**config.mk**
```make
export PLATFORM = sky130hd
export DESIGN_NAME = complex_alu_seq
export DESIGN_NICKNAME = d
export VERILOG_FILES = /design/src/rtl/complex_alu_seq.sv
export SDC_FILE = /design/constraint.sdc
export NUM_CORES = 1
export LEC_CHECK = 0
export CAP_MARGIN = 10
export CORE_ASPECT_RATIO = 0.6
export CORE_MARGIN = 2
export CORE_UTILIZATION = 51
export DETAILED_ROUTE_END_ITERATION = 10
export GPL_TIMING_DRIVEN = 0
export MAX_ROUTING_LAYER = met4
export PLACE_DENSITY = 0.74
export SYNTH_ARGS = -nofsm -noshare
export SYNTH_HDL_FRONTEND = slang
export SYNTH_SLANG_ARGS = --single-unit
```
**constraint.sdc**
```tcl
create_clock -name clk -period 3 [get_ports clk]
set_input_delay 0.9 -clock clk [delete_from_list [all_inputs] [get_ports clk]]
set_output_delay 0.9 -clock clk [all_outputs]
set_load 0.02 [all_outputs]
```
**src/rtl/complex_alu_seq.sv**
```systemverilog
// Issue controller for complex_alu: registered opcode/cfg decode, in-flight tracking, credit-gated
// result FIFO. Define PERF_CNT_EN to add the perf_issue/perf_stall counters.
module complex_alu_seq #(
   parameter int ALU_LAT    = 7,
   parameter int FIFO_DEPTH = 8,
   parameter int TAG_W      = 4,
   parameter int ALUMODE_W  = 4,
   parameter int INMODE_W   = 5,
   parameter int OPMODE_W   = 7
) (
   input  logic                   clk,
   input  logic                   rst,
   input  logic                   in_valid,
   output logic                   in_ready,
   input  logic [2:0]             in_opcode,
   input  logic [TAG_W-1:0]       in_tag,
   output logic [2:0]             opcode,
   output logic [ALUMODE_W*4-1:0] alumode,
   output logic [INMODE_W*4-1:0]  inmode,
   output logic [OPMODE_W*4-1:0]  opmode,
   output logic [3:0]             cea2,
   output logic [3:0]             ceb2,
   output logic [3:0]             usemult,
   input  logic [31:0]            alu_dout,
   output logic                   res_valid,
   input  logic                   res_ready,
   output logic [31:0]            res_data,
   output logic [TAG_W-1:0]       res_tag,
   output logic                   err_illegal
`ifdef PERF_CNT_EN
   ,
   output logic [31:0]            perf_issue,
   output logic [31:0]            perf_stall
`endif
);

   localparam int NSTG  = ALU_LAT + 1;
   localparam int PTR_W = (FIFO_DEPTH > 1) ? $clog2(FIFO_DEPTH) : 1;
   localparam int CNT_W = $clog2(FIFO_DEPTH + 1);

   localparam logic [OPMODE_W-1:0]  OPM_MUL = OPMODE_W'(7'b0000101);
   localparam logic [OPMODE_W-1:0]  OPM_ACC = OPMODE_W'(7'b0110101);
   localparam logic [ALUMODE_W-1:0] ALM_ADD = '0;
   localparam logic [ALUMODE_W-1:0] ALM_SUB = ALUMODE_W'(4'b0011);

   logic                 out_of_reset;
   logic [CNT_W-1:0]     credit_cnt;
   logic                 accept;
   logic                 issue;
   logic                 op_illegal;
   logic                 pop;
   logic                 push;

   logic [OPMODE_W-1:0]  dec_opmode;
   logic [ALUMODE_W-1:0] dec_alumode;

   logic [TAG_W-1:0]     tag_q;
   logic [NSTG-1:0]      stg_vld;
   logic [TAG_W-1:0]     stg_tag [NSTG];

   logic [31:0]          fifo_data [FIFO_DEPTH];
   logic [TAG_W-1:0]     fifo_tag  [FIFO_DEPTH];
   logic [PTR_W-1:0]     wr_ptr;
   logic [PTR_W-1:0]     rd_ptr;
   logic [CNT_W-1:0]     fifo_cnt;

   assign in_ready   = out_of_reset && (credit_cnt < CNT_W'(FIFO_DEPTH));
   assign accept     = in_valid && in_ready;
   assign issue      = accept && in_opcode[2];
   assign op_illegal = !in_opcode[2] && (in_opcode[1:0] != 2'b00);

   assign res_valid  = (fifo_cnt != '0);
   assign pop        = res_valid && res_ready;
   assign push       = stg_vld[NSTG-1];
   assign res_data   = fifo_data[rd_ptr];
   assign res_tag    = fifo_tag[rd_ptr];

   always_comb begin
      dec_opmode  = OPM_MUL;
      dec_alumode = ALM_ADD;
      case (in_opcode)
         3'b101: dec_opmode = OPM_ACC;
         3'b110: begin
            dec_opmode  = OPM_ACC;
            dec_alumode = ALM_SUB;
         end
         default: ;
      endcase
   end

   // in_ready stays low for the reset cycle and rises on the first edge after release
   always_ff @(posedge clk or negedge rst) begin
      if (!rst) out_of_reset <= 1'b0;
      else      out_of_reset <= 1'b1;
   end

   // NOP, illegal and idle cycles drive opcode 000 and leave the cfg buses untouched
   always_ff @(posedge clk or negedge rst) begin
      if (!rst) begin
         opcode  <= 3'b000;
         alumode <= '0;
         inmode  <= '0;
         opmode  <= '0;
         cea2    <= 4'b0000;
         ceb2    <= 4'b0000;
         usemult <= 4'b0000;
         tag_q   <= '0;
      end else begin
         opcode <= issue ? in_opcode : 3'b000;
         if (issue) begin
            alumode <= {4{dec_alumode}};
            inmode  <= '0;
            opmode  <= {4{dec_opmode}};
            cea2    <= 4'b1111;
            ceb2    <= 4'b1111;
            usemult <= 4'b1111;
            tag_q   <= in_tag;
         end
      end
   end

   // Stage 0 follows the opcode register so the last stage lines up with alu_dout
   always_ff @(posedge clk or negedge rst) begin
      if (!rst) begin
         stg_vld <= '0;
         for (int i = 0; i < NSTG; i++) stg_tag[i] <= '0;
      end else begin
         stg_vld    <= {stg_vld[NSTG-2:0], opcode[2]};
         stg_tag[0] <= tag_q;
         for (int i = 1; i < NSTG; i++) stg_tag[i] <= stg_tag[i-1];
      end
   end

   always_ff @(posedge clk or negedge rst) begin
      if (!rst) begin
         wr_ptr   <= '0;
         rd_ptr   <= '0;
         fifo_cnt <= '0;
         for (int i = 0; i < FIFO_DEPTH; i++) begin
            fifo_data[i] <= '0;
            fifo_tag[i]  <= '0;
         end
      end else begin
         if (push) begin
            fifo_data[wr_ptr] <= alu_dout;
            fifo_tag[wr_ptr]  <= stg_tag[NSTG-1];
            wr_ptr            <= wr_ptr + PTR_W'(1);
         end
         if (pop) rd_ptr <= rd_ptr + PTR_W'(1);
         case ({push, pop})
            2'b10:   fifo_cnt <= fifo_cnt + CNT_W'(1);
            2'b01:   fifo_cnt <= fifo_cnt - CNT_W'(1);
            default: fifo_cnt <= fifo_cnt;
         endcase
      end
   end

   // One credit per non-NOP op, held from accept until its result is popped
   always_ff @(posedge clk or negedge rst) begin
      if (!rst) begin
         credit_cnt <= '0;
      end else begin
         case ({issue, pop})
            2'b10:   credit_cnt <= credit_cnt + CNT_W'(1);
            2'b01:   credit_cnt <= credit_cnt - CNT_W'(1);
            default: credit_cnt <= credit_cnt;
         endcase
      end
   end

   always_ff @(posedge clk or negedge rst) begin
      if (!rst)                         err_illegal <= 1'b0;
      else if (accept && op_illegal)    err_illegal <= 1'b1;
   end

`ifdef PERF_CNT_EN
   always_ff @(posedge clk or negedge rst) begin
      if (!rst) begin
         perf_issue <= '0;
         perf_stall <= '0;
      end else begin
         if (issue)                 perf_issue <= perf_issue + 32'd1;
         if (in_valid && !in_ready) perf_stall <= perf_stall + 32'd1;
      end
   end
`endif

endmodule

```
==> run_results.csv <==
group,metric,value,unit
run_status,outcome,"finished, violations left",
run_status,failed_checks,"setup timing",
setup_path,worstPathRequired,2.10,ns
sta,rsz0062_at_grt,"yes",
final_layout,fin_area,19100,um^2
setup_path,cp_slowest_cell,"mux4_2",
floorplan,start_util,0.520,
floorplan,ios,161,
clock_network,cts_buffers,34,
final_layout,num_antenna_cells,0,
clock_network,cts_root_buffer,"clkbuf_16",
pwr,cellPowerDensity,1060,nW/um^2
pwr,clkPwrFrac,0.213,
route,ant_nets,0,
setup_path,crit_buf_inv,4,
global_route,grt_max_degree,115,
min_path,hp-class,"in -> async",
sta,hold_violations,0,
setup_path,path_cells,"buf_12, buf_12, clkbuf_16, mux4_2, mux2_4, buf_6",
yosys,yosysUniqueCellTypes,40,
yosys,synth-seq-cells,354,
global_route,track_usage,0.214,
sta,maxSlewViolCount,0,
setup_path,cp-start-kind,"flop",
global_route,grt_pass1_wl,51800,um
placement,portBuffers,120,
clock_network,cts.path.max_buffers,3,
sta,setup-violations-final,36,
setup_path,cp_slowest_stage_delay,0.51,ns
setup_path,crit_arrival,2.32,ns
floorplan,placementRows,49,
yosys,synth_area_per_cell,16.1,um^2
pwr,netSwitchingFraction,0.308,
final_layout,nets,1226,
sta,fin_crit,3.22,ns
yosys,synth.top_cell.area_share,0.566,
sta,period_share,1.07,
pwr,p_switching,6.24,mW
yosys,synthesis.area,15700,um^2
final_layout,final_common_cell,"dfrtp_1",
clock_network,clkSinkCount,354,
job,max-cap-violations,0,
pwr,peakVddDrop,0.671,mV
placement,gp_congestion,0.731,
yosys,synth.area.top_cells,"dfrtp_1, mux2_2, mux4_2, buf_4, buf_2",
final_layout,layout_common_cells,"dfrtp_1, mux2_2, buf_4, clkdlybuf4s50_1, mux4_2",
yosys,async_flop_share,1.00,
floorplan,die_y,140,um
floorplan,die_area,32200,um^2
final_layout,drive_gt1_frac,0.526,
pwr,static-leakage-power,8.70,nW
yosys,ys_seq_area_frac,0.566,
placement,dp_hpwl,20800,um
setup_path,end_kind,"output port",
route,vias,8612,
clock_network,ctsHoldBuffers,0,
setup_path,cpMostUsedCell,"buf_12",
clock_network,worstSkewPairLatency,0.52,ns
setup_path,worstPathMaxFanout,7,
final_layout,synthToLayoutAreaGrowth,22.3,%
clock_network,cts_tree,"done",
route,dr.pass1.iters,4,
setup_path,path_class,"reg -> out",
yosys,yosys.area.top_type,"dfrtp_1",
global_route,antenna_found_initial,0,
yosys,yosysWarnings,0,
yosys,synth_edf_count,0,
final_layout,layout.cells.non_filler,1606,
placement,dpl_cell_area,17600,um^2
placement,post-place-cells,1541,
pwr,p_comb_frac,0.413,
floorplan,coreArea,30100,um^2
route,routed_wl,32500,um
route,viasPerCell,5.36,
global_route,first_global_vias,8846,
floorplan,die_w,230,um
global_route,gr-total-overflow,0,
route,wl_per_cell,20.3,um
pwr,power,20.3,mW
sta,worst_pin_slew,0.590,ns
pwr,internal-power,14.0,mW
route,drcViolationCount,0,
yosys,synthCells,971,
sta,worst_clock_skew,0.0144,ns
clock_network,clk_pin_slew,0.06,ns
yosys,synthFlopType,"dfrtp_1",
route,dr.first_iter.drc_count,502,
clock_network,h-tree-depth,2,
placement,dp_slack,-0.844,ns
sta,fmax,0.311,GHz
sta,relSlewSlack,0.605,
sta,setup_slack,-0.219,ns
final_layout,fill_cells,2171,
pwr,seqPwrFrac,0.373,
setup_path,critPathTopFamily,"multiplexers",
cells in the mapped netlist, types with 2 or more instances:
| cell | instances |
|---|---|
| nand2b_1 | 6 |
| mux2_1 | 3 |
| nand3b_1 | 2 |
| xor2_1 | 7 |
| and2_1 | 2 |
| mux4_2 | 72 |
| o21ai_0 | 2 |
| nand4b_2 | 3 |
| buf_4 | 86 |
| conb_1 | 2 |
| nand2_1 | 20 |
| nor3b_1 | 3 |
| clkbuf_1 | 13 |
| nor3_4 | 2 |
| o211ai_1 | 2 |
| mux2_2 | 324 |
| nor2_1 | 9 |
| a31oi_1 | 2 |
| ha_1 | 7 |
| buf_2 | 26 |
| xnor2_1 | 6 |
| dfrtp_1 | 354 |
final timing paths:
kind	cells after the start	to	slack [ns]	start
worst max-delay path	6	res_data[30]	-0.22	rd_ptr[0]
worst min-delay path	1	fifo_data[102]	0.32	rst
worst max register to register	10	credit_cnt[2]	0.37	fifo_cnt[1]
worst min register to register	0	stg_tag[24]	0.34	stg_tag[28]
max in group asynchronous	3	fifo_data[157]	1.40	rst
min in group clk	0	stg_tag[24]	0.34	stg_tag[28]
sequential cells by signal (all words and copies together), names as in the netlist, 2 cells and up:
| register | flops |
|---|---|
| credit_cnt | 4 |
| fifo_cnt | 4 |
| fifo_data | 256 |
| fifo_tag | 32 |
| opcode | 3 |
| opmode | 2 |
| rd_ptr | 3 |
| stg_tag | 32 |
| stg_vld | 8 |
| tag_q | 4 |
| wr_ptr | 3 |
per-stage QoR:
step	hold WS [ns]	util	setup TNS (ns)
after floorplan	0.331	-	0
after global placement	0.332	0.582	-5055.34
after detailed placement	0.335	0.585	-26.52
after CTS	0.338	0.625	-5.78
after global routing	0.356	0.636	-8.61
final	0.322	0.636	-5.71
per-layer routing:
layer	up-vias	wire length, um	track usage	share of wire
met5	-	0	-	0
met4	0	388	0.0404	0.012
met3	33	1650	0.0377	0.051
met2	163	14800	0.303	0.45
met1	4568	15700	0.327	0.48
li1	3848	-	-	-
area by class of cell:
| type | instances | area [um^2] | share of cell area |
|---|---|---|---|
| timing repair buffer | 132 | 1460 | 0.0763 |
| buffer | 124 | 978 | 0.0511 |
| multi-input combinational | 527 | 6200 | 0.324 |
| inverter | 3 | 11.3 | 0.000588 |
| tap | 408 | 510 | 0.0267 |
| clock buffer | 52 | 1050 | 0.0550 |
| sequential | 354 | 8860 | 0.463 |
| clock inverter | 6 | 68.8 | 0.00359 |
repair_timing:
action / in CTS / in global routing
gates resized for setup: 217 / 71
setup buffers: 3 / 3
setup endpoints to repair: 38 / 36
gates cloned: 0 / 3
worst reg2reg max path, cell delays in order (launching register included):
cell and delay [ns]:
dfrtp_1 0.47, o41ai_4 0.56, inv_2 0.19, ha_1 0.23, clkbuf_1 0.18, xor2_1 0.20, ha_1 0.22, nor2_1 0.09
mux2i_1 0.07, o211ai_1 0.19, xor2_1 0.15
power groups by stage:
stage | Sequential [mW] | Clock [mW] | Combinational [mW]
2_1_floorplan | 7.27 | 0 | 5.28
3_3_place_gp | 7.54 | 0 | 7.50
3_5_place_dp | 7.58 | 0 | 7.65
4_1_cts | 7.57 | 4.43 | 7.65
5_1_grt | 7.81 | 4.66 | 8.92
6_report | 7.58 | 4.33 | 8.39
cells by family after synthesis:
| logic type | after synthesis | share of synthesized area |
|---|---|---|
| buf+inv | 129 | 0.0536 |
| flops | 354 | 0.566 |
| xor+xnor | 13 | 0.00727 |
| other cells | 2 | 0.000480 |
| mux | 400 | 0.339 |
| simple gates | 54 | 0.0210 |
| fa+ha+maj | 7 | 0.00559 |
| compound gates | 12 | 0.00711 |
(Power assumes the default switching activity.)
